**config.mk**
```make
export PLATFORM = sky130hd
export DESIGN_NAME = alu_pipe
export DESIGN_NICKNAME = d
export VERILOG_FILES = /design/src/rtl/alu_pkg.sv /design/src/rtl/alu_mul_iter.sv /design/src/rtl/alu_pipe.sv
export SDC_FILE = /design/constraint.sdc
export NUM_CORES = 1
export LEC_CHECK = 0
export BUFFER_PORTS_ARGS = -buffer_cell sky130_fd_sc_hd__buf_2
export CAP_MARGIN = 20
export CORE_MARGIN = 5
export CORE_UTILIZATION = 50
export DETAILED_ROUTE_END_ITERATION = 7
export PLACE_DENSITY = 0.71
export SYNTH_ARGS = -nofsm -noshare
export SYNTH_HDL_FRONTEND = slang
export SYNTH_SLANG_ARGS = --single-unit
```
**constraint.sdc**
```tcl
create_clock -name clk -period 2.3 [get_ports clk]
set_input_delay 0.46 -clock clk [delete_from_list [all_inputs] [get_ports clk]]
set_output_delay 0.46 -clock clk [all_outputs]
set_load 0.03 [all_outputs]
```
**src/rtl/alu_pkg.sv**
```systemverilog
// Shared types for the pipelined ALU: opcodes, FSM states and the status flag bundle.
package alu_pkg;

  typedef enum logic [2:0] {
    OP_ADD = 3'b000,
    OP_SUB = 3'b001,
    OP_AND = 3'b010,
    OP_OR  = 3'b011,
    OP_XOR = 3'b100,
    OP_SHL = 3'b101,
    OP_SHR = 3'b110,
    OP_MUL = 3'b111
  } op_e;

  typedef enum logic [1:0] {
    IDLE     = 2'b00,
    MUL_RUN  = 2'b01,
    MUL_DONE = 2'b10
  } state_e;

  typedef struct packed {
    logic z;
    logic c;
    logic v;
    logic n;
  } flags_t;

endpackage

```
**src/rtl/alu_mul_iter.sv**
```systemverilog
// Iterative unsigned shift-add multiplier, one multiplier bit per enabled clock.
// Bit 0 is folded in on the start edge, so WIDTH enabled edges (start included) finish the job.
module alu_mul_iter #(
  parameter int unsigned WIDTH = 8
) (
  input  logic               clk,
  input  logic               rst_n,
  input  logic               start,
  input  logic               en,
  input  logic [WIDTH-1:0]   a,
  input  logic [WIDTH-1:0]   b,
  output logic               busy,
  output logic               done,
  output logic [2*WIDTH-1:0] product
);

  localparam int unsigned CNT_W = $clog2(WIDTH + 1);

  logic [2*WIDTH-1:0] acc_q, acc_d, mcand_q, mcand_d;
  logic [WIDTH-1:0]   mplier_q, mplier_d;
  logic [CNT_W-1:0]   cnt_q, cnt_d;
  logic               busy_q, busy_d;
  logic               last;

  // Final iteration happens on this edge.
  assign last = busy_q && en && (cnt_q == CNT_W'(WIDTH - 1));

  // Next-state of the shift-add datapath; everything freezes while en is low.
  always_comb begin
    acc_d    = acc_q;
    mcand_d  = mcand_q;
    mplier_d = mplier_q;
    cnt_d    = cnt_q;
    busy_d   = busy_q;
    if (start) begin
      acc_d    = b[0] ? {{WIDTH{1'b0}}, a} : '0;
      mcand_d  = {{(WIDTH-1){1'b0}}, a, 1'b0};
      mplier_d = b >> 1;
      cnt_d    = CNT_W'(1);
      busy_d   = 1'b1;
    end else if (busy_q && en) begin
      if (mplier_q[0]) begin
        acc_d = acc_q + mcand_q;
      end
      mcand_d  = mcand_q << 1;
      mplier_d = mplier_q >> 1;
      cnt_d    = cnt_q + CNT_W'(1);
      busy_d   = !last;
    end
  end

  // Datapath and counter registers.
  always_ff @(posedge clk or negedge rst_n) begin
    if (!rst_n) begin
      acc_q    <= '0;
      mcand_q  <= '0;
      mplier_q <= '0;
      cnt_q    <= '0;
      busy_q   <= 1'b0;
    end else begin
      acc_q    <= acc_d;
      mcand_q  <= mcand_d;
      mplier_q <= mplier_d;
      cnt_q    <= cnt_d;
      busy_q   <= busy_d;
    end
  end

  assign busy    = busy_q;
  assign done    = last;
  assign product = acc_q;

endmodule

```
**src/rtl/alu_pipe.sv**
```systemverilog
// Registered ALU with valid/ready handshakes, status flags and an iterative multiplier.
// Optional build macro ALU_PIPE_SAT_EN: ADD/SUB saturate on signed overflow instead of wrapping.
module alu_pipe
  import alu_pkg::*;
#(
  parameter int unsigned WIDTH = 8
) (
  input  logic             clk,
  input  logic             rst_n,
  input  logic             en,
  input  logic             in_valid,
  output logic             in_ready,
  input  logic [WIDTH-1:0] a,
  input  logic [WIDTH-1:0] b,
  input  logic [2:0]       operation,
  output logic             out_valid,
  input  logic             out_ready,
  output logic [WIDTH-1:0] alu_out,
  output logic             flag_z,
  output logic             flag_c,
  output logic             flag_v,
  output logic             flag_n
);

  localparam int unsigned CNT_W = $clog2(WIDTH + 1);

  state_e             state_q, state_d;
  logic [WIDTH-1:0]   alu_out_q, alu_out_d;
  flags_t             flags_q, flags_d;
  logic               out_valid_q, out_valid_d;

  op_e                op;
  logic               out_free, accept, load_single, load_mul;
  logic               mul_busy, mul_done;
  logic [2*WIDTH-1:0] mul_product;

  logic [WIDTH:0]     sum, diff, shl_w, shr_w;
  logic [CNT_W-1:0]   amt;
  logic [WIDTH-1:0]   sc_res;
  logic               sc_c, sc_v;

  assign op          = op_e'(operation);
  assign out_free    = !out_valid_q || out_ready;
  assign in_ready    = rst_n && en && (state_q == IDLE) && !mul_busy && out_free;
  assign accept      = in_valid && in_ready;
  assign load_single = accept && (op != OP_MUL);
  assign load_mul    = en && (state_q == MUL_DONE) && out_free;

  alu_mul_iter #(
    .WIDTH(WIDTH)
  ) u_mul (
    .clk    (clk),
    .rst_n  (rst_n),
    .start  (accept && (op == OP_MUL)),
    .en     (en),
    .a      (a),
    .b      (b),
    .busy   (mul_busy),
    .done   (mul_done),
    .product(mul_product)
  );

  // Single-cycle result and carry/overflow. Shifts use one spare bit to catch the bit shifted
  // out; amounts beyond WIDTH naturally shift everything (including that bit) away.
  always_comb begin
    sum    = {1'b0, a} + {1'b0, b};
    diff   = {1'b0, a} - {1'b0, b};
    amt    = b[CNT_W-1:0];
    shl_w  = {1'b0, a} << amt;
    shr_w  = {a, 1'b0} >> amt;
    sc_res = '0;
    sc_c   = 1'b0;
    sc_v   = 1'b0;
    unique case (op)
      OP_ADD: begin
        sc_res = sum[WIDTH-1:0];
        sc_c   = sum[WIDTH];
        sc_v   = (a[WIDTH-1] == b[WIDTH-1]) && (sum[WIDTH-1] != a[WIDTH-1]);
      end
      OP_SUB: begin
        sc_res = diff[WIDTH-1:0];
        sc_c   = !diff[WIDTH];
        sc_v   = (a[WIDTH-1] != b[WIDTH-1]) && (diff[WIDTH-1] != a[WIDTH-1]);
      end
      OP_AND: sc_res = a & b;
      OP_OR:  sc_res = a | b;
      OP_XOR: sc_res = a ^ b;
      OP_SHL: begin
        sc_res = shl_w[WIDTH-1:0];
        sc_c   = shl_w[WIDTH];
      end
      OP_SHR: begin
        sc_res = shr_w[WIDTH:1];
        sc_c   = shr_w[0];
      end
      OP_MUL: sc_res = '0;
    endcase
`ifdef ALU_PIPE_SAT_EN
    // Overflow direction follows the sign of a for both ADD and SUB.
    if (((op == OP_ADD) || (op == OP_SUB)) && sc_v) begin
      sc_res = a[WIDTH-1] ? {1'b1, {(WIDTH-1){1'b0}}} : {1'b0, {(WIDTH-1){1'b1}}};
    end
`endif
  end

  // FSM next state: IDLE -> MUL_RUN -> MUL_DONE -> IDLE.
  always_comb begin
    state_d = state_q;
    unique case (state_q)
      IDLE:     if (accept && (op == OP_MUL)) state_d = MUL_RUN;
      MUL_RUN:  if (mul_done) state_d = MUL_DONE;
      MUL_DONE: if (load_mul) state_d = IDLE;
      default:  state_d = IDLE;
    endcase
  end

  // Output register next state: load a new result, or retire the current one on handshake.
  always_comb begin
    alu_out_d   = alu_out_q;
    flags_d     = flags_q;
    out_valid_d = out_valid_q;
    if (load_single) begin
      alu_out_d   = sc_res;
      flags_d.z   = (sc_res == '0);
      flags_d.c   = sc_c;
      flags_d.v   = sc_v;
      flags_d.n   = sc_res[WIDTH-1];
      out_valid_d = 1'b1;
    end else if (load_mul) begin
      alu_out_d   = mul_product[WIDTH-1:0];
      flags_d.z   = (mul_product[WIDTH-1:0] == '0);
      flags_d.c   = |mul_product[2*WIDTH-1:WIDTH];
      flags_d.v   = 1'b0;
      flags_d.n   = mul_product[WIDTH-1];
      out_valid_d = 1'b1;
    end else if (en && out_ready) begin
      out_valid_d = 1'b0;
    end
  end

  // State and output registers.
  always_ff @(posedge clk or negedge rst_n) begin
    if (!rst_n) begin
      state_q     <= IDLE;
      alu_out_q   <= '0;
      flags_q     <= '0;
      out_valid_q <= 1'b0;
    end else begin
      state_q     <= state_d;
      alu_out_q   <= alu_out_d;
      flags_q     <= flags_d;
      out_valid_q <= out_valid_d;
    end
  end

  assign out_valid = out_valid_q;
  assign alu_out   = alu_out_q;
  assign flag_z    = flags_q.z;
  assign flag_c    = flags_q.c;
  assign flag_v    = flags_q.v;
  assign flag_n    = flags_q.n;

endmodule

```
==> flow_summary.toml, run 1 <==
[die]
die_y_um = 108.8
core_um2 = 9639
die_x_um = 108.8
io_pins = 38
dieArea_um2 = 11850
rows = 36
initial_utilization = 0.5067

[pwr]
power.total_mw = 5.083
p_leak_nw = 3.041
power_density_nw_per_um2 = 797.5
ir_worst_vdd_mv = 0.5238

[global_route]
first_global_vias = 4905
grt_pass1_wl_um = 24610
grt_max_degree = 58
grt.total_usage = 0.2639
antenna_found_initial = 0
grt-ovfl-total = 0

[layout]
seqCellArea_um2 = 1426
final_area_um2 = 6374
area_delta_synth_final_pct = 30.48
n_antenna_cell = 0
multi_input_area_um2 = 3282
most-common-layout-cells = "buf_4, nand2_1, dfrtp_1"
fillCellCount = 797
layout.nets = 805
drive_gt1_frac = 0.2974
instances_no_fill = 876
final_common_cell = "buf_4"

[synthesis]
ys_seq_elements = 57
synthAdderAreaFrac = 0.1148
netlist_area_um2 = 4885
synthSimpleGateAreaFrac = 0.2049
ys.flop_type = "dfrtp_1"
yosysTopAreaCell = "dfrtp_1"
synth_cell_types = 69
synth_nets = 671
synth_top_family_by_area = "compound AO/OA/AOI/OAI gates"
synth_edf_count = 0
synthXorXnorAreaFrac = 0.03765
async_flop_share = 1.000
synth.area.mux_share = 0.05277
synth_area_per_cell_um2 = 8.087
syn_inst = 604
ys_top_cells_by_area = "dfrtp_1, ha_1, nand2_1, a21oi_1, o21ai_0"
yosysSeqAreaShare = 0.2920
synth_compound_area_frac = 0.2359
ys_warn_count = 0
synth_top_area_share = 0.2920

[clocking]
clk_path_buf_depth = 2
cts_sinks = 57
clock_latency_ps = 350
clockRootBuffer = "clkbuf_8"
cts_tree = "built"
hold_buffers = 0
numCtsBuffers = 9
h-tree-depth = 3
path_clk_slew_ps = 80

[worst_setup_path]
worstSetupPathType = "flip-flop to flip-flop"
cp.arrival_ps = 2640
r2r_cells = 11
critical_path_peak_fanout = 2
r2r-start = "u_mul.mcand_q[1]"
reg2reg_slack_ps = -100
end_kind = "flip-flop"
start_kind = "flip-flop"
crit_path_top_delay_cell = "dfrtp_1"
critical_path_buf_inv_count = 1
cp_common_cell = "o21ai_1"
path_cells = "ha_2, inv_2, fa_2, nor2b_2, o31a_1, o211ai_1, a31oi_2, mux2i_2, nor3_2, o21ai_1, o21ai_1"
crit_family = "compound AO/OA/AOI/OAI gates"
rr_endpoint = "u_mul.product[15]"
max_stage_delay_ps = 370
critPathRequiredTime_ps = 2540

[drt]
wl_per_cell_um = 17.61
dr.pass1.iters = 5
drt-total-wl_um = 15430
via_count = 5145
vias_per_cell = 5.873
drc = 0
drt-initial-drc-count = 398
drtAntennaViolNets = 0

[job]
cap_violations = 0

[sta]
relSlewSlack = 0.5174
skew_ps = 9.337
finalHoldViolations = 0
setup_viol = 1
rsz0062_at_grt = "true"
min_period_ps = 2404
period_share = 1.045
fmax_ghz = 0.4159
slew_violations = 0
layout_setup_ws_ps = -104.3
tightestPinTransition_ps = 723.8

[run_status]
status = "complete, but fails checks"
violations = "setup timing"

[placement]
routabilityCongestion = 0.9376
dp_hpwl_um = 11640
placedCellCount = 851
io_buffers = 37
placed_area_um2 = 5959

[hold_path]
hold_class = "primary input to async pin"
[metal layers]
layer | part of all wire | global-route usage | wire, µm
met1 | 0.45 | 0.3770 | 6970
met2 | 0.46 | 0.4126 | 7050
met4 | 0.017 | 0.07935 | 269
met5 | 0 | 0 | 0
met3 | 0.074 | 0.04144 | 1136
[synth_stat cells, types with 5 or more instances]
cell type and count:
nand3_1 23, nor4_1 6, o21ai_0 35, nor2_1 35, nand2_1 106, xor2_1 10, o21bai_1 7, ha_1 40
o21ai_1 8, xnor2_1 11, a21oi_1 43, nor3_1 16, o22ai_1 10, clkbuf_1 16, inv_1 30, buf_2 12
a211oi_1 6, mux2i_1 13, a31oi_1 10, a221oi_1 5, a22oi_1 7, dfrtp_1 57, o221ai_1 5, a21o_1 8
[area by class of cell]
cell class / count / share of cell area
flip-flops and latches: 57 / 0.2238
clock inverters: 7 / 0.01610
multi-input cells: 480 / 0.5149
clock buffers: 9 / 0.01943
well taps: 133 / 0.02611
repair buffers: 158 / 0.1800
inverters: 32 / 0.01963
[per-stage QoR]
step	hold WS [ps]	setup TNS [ps]	worst slack [ps]	utilization
finish	266.2	-104.3	-104.3	0.6612
global route	335.8	-324.7	-193.3	0.6612
CTS	293.4	-55.20	-50.43	0.6476
detailed placement	487.0	-1912	-363.5	0.6183
global placement	477.9	-1232	-368.5	0.6183
floorplan	164.4	-163.3	-134.8	-
[cells by family (layout without fill, tap and decap cells)]
logic type / count (synthesis) / count (layout)
compound gates: 176 / 176
mux: 21 / 21
fa+ha+maj: 43 / 43
flops: 57 / 57
buf+inv: 67 / 206
simple gates: 219 / 219
xor+xnor: 21 / 21
[worst max path at each step]
stage	from	to	slack (ps)	cells past startpoint
floorplan	b[1]	flag_z	-130	12
global placement	b[0]	flag_z	-370	10
detailed placement	b[0]	flag_z	-360	10
CTS	u_mul.mcand_q[1]	u_mul.product[15]	-50	11
global route	u_mul.mcand_q[1]	u_mul.product[15]	-190	11
finish	u_mul.mcand_q[1]	u_mul.product[15]	-100	11
[state kept, by name, indices dropped and copies added, names as in the netlist]
signal and cells:
flag_c 1, alu_out 8, out_valid 1, flag_v 1
state_q 2, u_mul.mplier_q 7, u_mul.mcand_q 15, u_mul.product 16
u_mul.busy 1, flag_z 1, u_mul.cnt_q 4
[power breakdown]
group,internal (mW),switching [mW]
clock network,0.620,0.458
registers,1.35,0.280
logic,1.04,1.34
[what timing repair did]
item | CTS | global route
endpoints found under the setup margin | 4 | 7
pin swaps | 3 | 13
setup buffers | 5 | 4
gates resized for setup | 8 | 27
endpoints found under the hold margin | 0 | 0
No activity file was read; power rests on OpenSTA's default activity.
==> run 2: changes to the inputs <==
Settings changed: REMOVE_ABC_BUFFERS from default to 1.
==> run 2 against run 1 <==
Via count is 0.80% higher. Highest routed layer unchanged. Clock power is 9% higher. Setup slack better by 88 ps. Largest power group unchanged. Register-to-register slack better by 90 ps. Clock skew is 2.9 ps lower. The run still ends with setup timing left. Routed wire length is 2.0% higher. Largest cell class unchanged.
==> flow_summary.toml, run 2 (synthesis results as in run 1) <==
[placement]
placedCellCount = 847
placed_area_um2 = 5879
dp_hpwl_um = 12070
io_buffers = 37
routabilityCongestion = 0.9954

[clocking]
h-tree-depth = 3
path_clk_slew_ps = 70
clock_latency_ps = 350
cts_tree = "built"
hold_buffers = 0
clk_path_buf_depth = 2
cts_sinks = 57
clockRootBuffer = "clkbuf_8"
numCtsBuffers = 9

[layout]
multi_input_area_um2 = 3312
final_common_cell = "buf_4"
drive_gt1_frac = 0.3015
final_area_um2 = 6381
instances_no_fill = 876
seqCellArea_um2 = 1426
n_antenna_cell = 0
fillCellCount = 846
most-common-layout-cells = "buf_4, nand2_1, dfrtp_1"
area_delta_synth_final_pct = 30.64
largest_reg_flops = 16
layout.nets = 805

[sta]
layout_setup_ws_ps = -16.16
tns_ps = -16.16
skew_ps = 6.476
tightestPinTransition_ps = 751.1
setup_viol = 1
finalHoldViolations = 0
rsz0062_at_grt = "true"
min_period_ps = 2316
relSlewSlack = 0.4993
fmax_ghz = 0.4317
period_share = 1.007
slew_violations = 0

[die]
die_y_um = 108.8
io_pins = 38
rows = 36
dieArea_um2 = 11850
initial_utilization = 0.5067
core_um2 = 9639
die_x_um = 108.8

[global_route]
grt-ovfl-total = 0
grt.total_usage = 0.2766
first_global_vias = 5089
grt_max_degree = 58
antenna_found_initial = 0
grt_pass1_wl_um = 25410

[worst_setup_path]
end_kind = "flip-flop"
r2r_cells = 11
rr_endpoint = "u_mul.product[15]"
crit_path_start = "u_mul.mcand_q[1]"
start_kind = "flip-flop"
crit_end = "u_mul.product[15]"
r2r-start = "u_mul.mcand_q[1]"
critPathRequiredTime_ps = 2530
cp.arrival_ps = 2550
worstSetupPathType = "flip-flop to flip-flop"
reg2reg_slack_ps = -20
critical_path_peak_fanout = 2

[drt]
drc = 0
drtAntennaViolNets = 0
drt-total-wl_um = 15730
dr.pass1.iters = 5
vias_per_cell = 5.920
wl_per_cell_um = 17.96
via_count = 5186
drt-initial-drc-count = 413

[run_status]
violations = "setup timing"
status = "complete, but fails checks"

[pwr]
power_density_nw_per_um2 = 806.9
p_leak_nw = 3.037
ir_worst_vdd_mv = 0.4735

[job]
cap_violations = 0

[hold_path]
hold_class = "primary input to async pin"
==> run 2: cell count changes in the layout (fill, tap and decap cells not counted), sizes merged <==
cell    change
bufinv      +1
clkbuf      +2
clkinv      -1
inv         -2
==> run 2: through the flow <==
| stage | power (mW) | hold slack [ps] | util | setup WS [ps] |
|---|---|---|---|---|
| 2_1_floorplan | 2.982 | 164.4 | - | -700.3 |
| 3_3_place_gp | 3.724 | 476.3 | 0.6099 | -335.7 |
| 3_5_place_dp | 3.827 | 491.4 | 0.6099 | -386.8 |
| 4_1_cts | 5.085 | 332.6 | 0.6482 | -57.91 |
| 5_1_grt | 5.479 | 368.1 | 0.6620 | -192.0 |
| 6_report | 5.149 | 322.0 | 0.6620 | -16.16 |
==> run 2: cell type report <==
type | instances | area share
inverters | 32 | 0.01922
clock buffers | 11 | 0.02216
clock inverters | 5 | 0.01608
multi-input cells | 480 | 0.5190
well taps | 133 | 0.02608
flip-flops and latches | 57 | 0.2235
repair buffers | 158 | 0.1739
==> run 2: power by group <==
part / switching, mW / internal [mW]
registers: 0.311 / 1.35
logic: 1.30 / 1.02
clock network: 0.429 / 0.748
total: 2.04 / 3.11
==> run 2: what timing repair did <==
item                                    CTS  global route
endpoints found under the setup margin    4            11
pin swaps                                 5            15
setup buffers                            12             6
gates resized for setup                  11            29
gates cloned                              0             0
==> run 2: worst max-delay path: stages, from the launching register on <==
cell and delay, ps:
dfrtp_1 350, ha_2 200, inv_2 40, fa_2 340, nor2b_2 140, o31a_1 190, o211ai_1 140, a31oi_2 240
mux2i_1 260, nor3_1 80, o21ai_1 140, o21ai_1 80
==> run 2: worst min-delay path by stage <==
stage / startpoint / slack [ps] / to / cells past startpoint
5_1_grt: rst_n / 370 / u_mul.product[12] / 2
4_1_cts: rst_n / 330 / out_valid / 2
2_1_floorplan: rst_n / 160 / alu_out[0] / 0
3_5_place_dp: u_mul.mplier_q[1] / 490 / u_mul.mplier_q[0] / 2
6_report: rst_n / 320 / u_mul.product[13] / 2
3_3_place_gp: u_mul.product[15] / 480 / u_mul.product[15] / 1
==> run 2: layer usage <==
layer / vias to the layer above / wire length [µm] / track usage
met5: - / 0 / 0
met4: 0 / 403 / 0.1001
met3: 32 / 876 / 0.04559
met2: 193 / 7888 / 0.4854
met1: 2520 / 6562 / 0.3417
li1: 2441 / - / -
==> run 3: changes to the inputs <==
Settings changed: CORE_MARGIN 5 to default.
==> run 3 against run 2 <==
Setup slack got worse by 57 ps. Highest routed layer unchanged. Clock power about the same. The flow still finishes with violations (setup timing). Critical path type unchanged. Final cell count decreased by 0.80%. Total power decreased by 0.34%. Via count decreased by 0.33%. Sequential share of layout area increased by 0.18 points. Maximum frequency decreased by 2.4%. Clock-buffer cell count unchanged. Routed wire length decreased by 3.5%.
==> flow_summary.toml, run 3 (synthesis results as in run 1) <==
[run_status]
violations = "setup timing"
status = "complete, but fails checks"

[global_route]
first_global_vias = 4894
grt_max_degree = 58
antenna_found_initial = 0
grt-ovfl-total = 0
grt.total_usage = 0.3084
grt_pass1_wl_um = 24180

[die]
die_x_um = 100.8
dieArea_um2 = 10170
die_y_um = 100.8
core_um2 = 9371
rows = 35
initial_utilization = 0.5212
io_pins = 38

[sta]
rsz0062_at_grt = "true"
min_period_ps = 2373
skew_ps = 10.30
tns_ps = -103.7
finalHoldViolations = 0
whs_ps = 353.2
relSlewSlack = 0.5049
fmax_ghz = 0.4215
period_share = 1.032
layout_setup_ws_ps = -72.72
slew_violations = 0
setup_viol = 2
tightestPinTransition_ps = 742.7

[worst_setup_path]
end_kind = "flip-flop"
worstSetupPathType = "flip-flop to flip-flop"
r2r-start = "u_mul.product[1]"
cp.arrival_ps = 2600
critPathRequiredTime_ps = 2530
reg2reg_slack_ps = -70
crit_path_top_delay_cell = "dfrtp_1"
critical_path_peak_fanout = 2
path_cells = "ha_4, inv_2, fa_2, nor2b_4, o31a_1, o211ai_1, a31oi_2, mux2i_1, nor3_1, o21ai_1, o21ai_1"
cp_common_cell = "o21ai_1"
critical_path_buf_inv_count = 1
max_stage_delay_ps = 390
start_kind = "flip-flop"
path_depth = 11
rr_endpoint = "u_mul.product[15]"
crit_family = "compound AO/OA/AOI/OAI gates"
r2r_cells = 11
crit_end = "u_mul.product[15]"
crit_path_start = "u_mul.product[1]"

[drt]
drc = 0
dr.pass1.iters = 7
wl_per_cell_um = 17.46
drt-initial-drc-count = 351
drt-total-wl_um = 15170
drtAntennaViolNets = 0
via_count = 5169
vias_per_cell = 5.948

[pwr]
switching_share = 0.3954
p_clk_frac = 0.227
power_density_nw_per_um2 = 810.6
power.total_mw = 5.132
ir_worst_vdd_mv = 0.7050
p_leak_nw = 3.030
power_frac_comb = 0.453
p_int_mw = 3.103
seqPwrFrac = 0.320
power_switching_mw = 2.029

[placement]
placed_area_um2 = 5874
dpl_worst_slack_ps = -348.6
routabilityCongestion = 0.8879
io_buffers = 37
dp_hpwl_um = 11430
placedCellCount = 843

[layout]
instances_no_fill = 869
area_delta_synth_final_pct = 29.61
n_antenna_cell = 0
layout.nets = 802
largest_reg_flops = 16
final_common_cell = "buf_4"
drive_gt1_frac = 0.2892
final_core_util = 0.6756
most-common-layout-cells = "buf_4, nand2_1, dfrtp_1"
final_area_um2 = 6331

[clocking]
h-tree-depth = 3
clockRootBuffer = "clkbuf_8"
path_clk_slew_ps = 70
cts_tree = "built"
clock_latency_ps = 350
hold_buffers = 0
cts_sinks = 57
clk_path_buf_depth = 2
numCtsBuffers = 9

[job]
cap_violations = 0

[hold_path]
hold_class = "primary input to async pin"
-- run 3: repair_timing --
| item | CTS | global route |
|---|---|---|
| pin swaps | 4 | 20 |
| setup buffers | 3 | 8 |
| resized for setup | 7 | 30 |
| endpoints found under the setup margin | 2 | 12 |
-- run 3: metal layers --
layer | vias to the layer above | track usage | part of all wire
met5 | - | 0 | 0
met4 | 0 | 0.07135 | 0.015
met3 | 23 | 0.07074 | 0.073
met2 | 192 | 0.5053 | 0.47
met1 | 2526 | 0.4149 | 0.44
li1 | 2428 | - | -
-- run 3: worst min path at each step --
stage | startpoint | endpoint | slack (ps) | depth (start not counted)
after global routing | out_ready | out_valid | 420 | 3
after CTS | rst_n | u_mul.product[5] | 370 | 2
after floorplan | rst_n | alu_out[0] | 160 | 0
after global placement | u_mul.product[15] | u_mul.product[15] | 480 | 1
after detailed placement | u_mul.product[15] | u_mul.product[15] | 490 | 1
final | rst_n | u_mul.mcand_q[2] | 350 | 2
-- run 3: worst reg2reg max path, stage by stage (launching register included) --
cell and delay [ps]:
dfrtp_1 390, ha_4 160, inv_2 40, fa_2 360, nor2b_4 130, o31a_1 140, o211ai_1 140, a31oi_2 300
mux2i_1 260, nor3_1 70, o21ai_1 170, o21ai_1 100
-- run 3: power by group through the flow --
stage          registers (mW)  clock network [mW]  logic, mW
3_3_place_gp             1.63                   0       2.12
6_report                 1.64                1.16       2.32
5_1_grt                  1.67                1.22       2.55
3_5_place_dp             1.64                   0       2.19
4_1_cts                  1.63                1.18       2.24
2_1_floorplan            1.76                   0       1.22
-- run 3: area by class of cell --
| cell class | instances | area [µm²] |
|---|---|---|
| clock buffers | 11 | 141.4 |
| clock inverters | 5 | 102.6 |
| fillers | 823 | 3040 |
| inverters | 32 | 125.1 |
| multi-input cells | 480 | 3272 |
| flip-flops and latches | 57 | 1426 |
| well taps | 129 | 161.4 |
| repair buffers | 155 | 1102 |
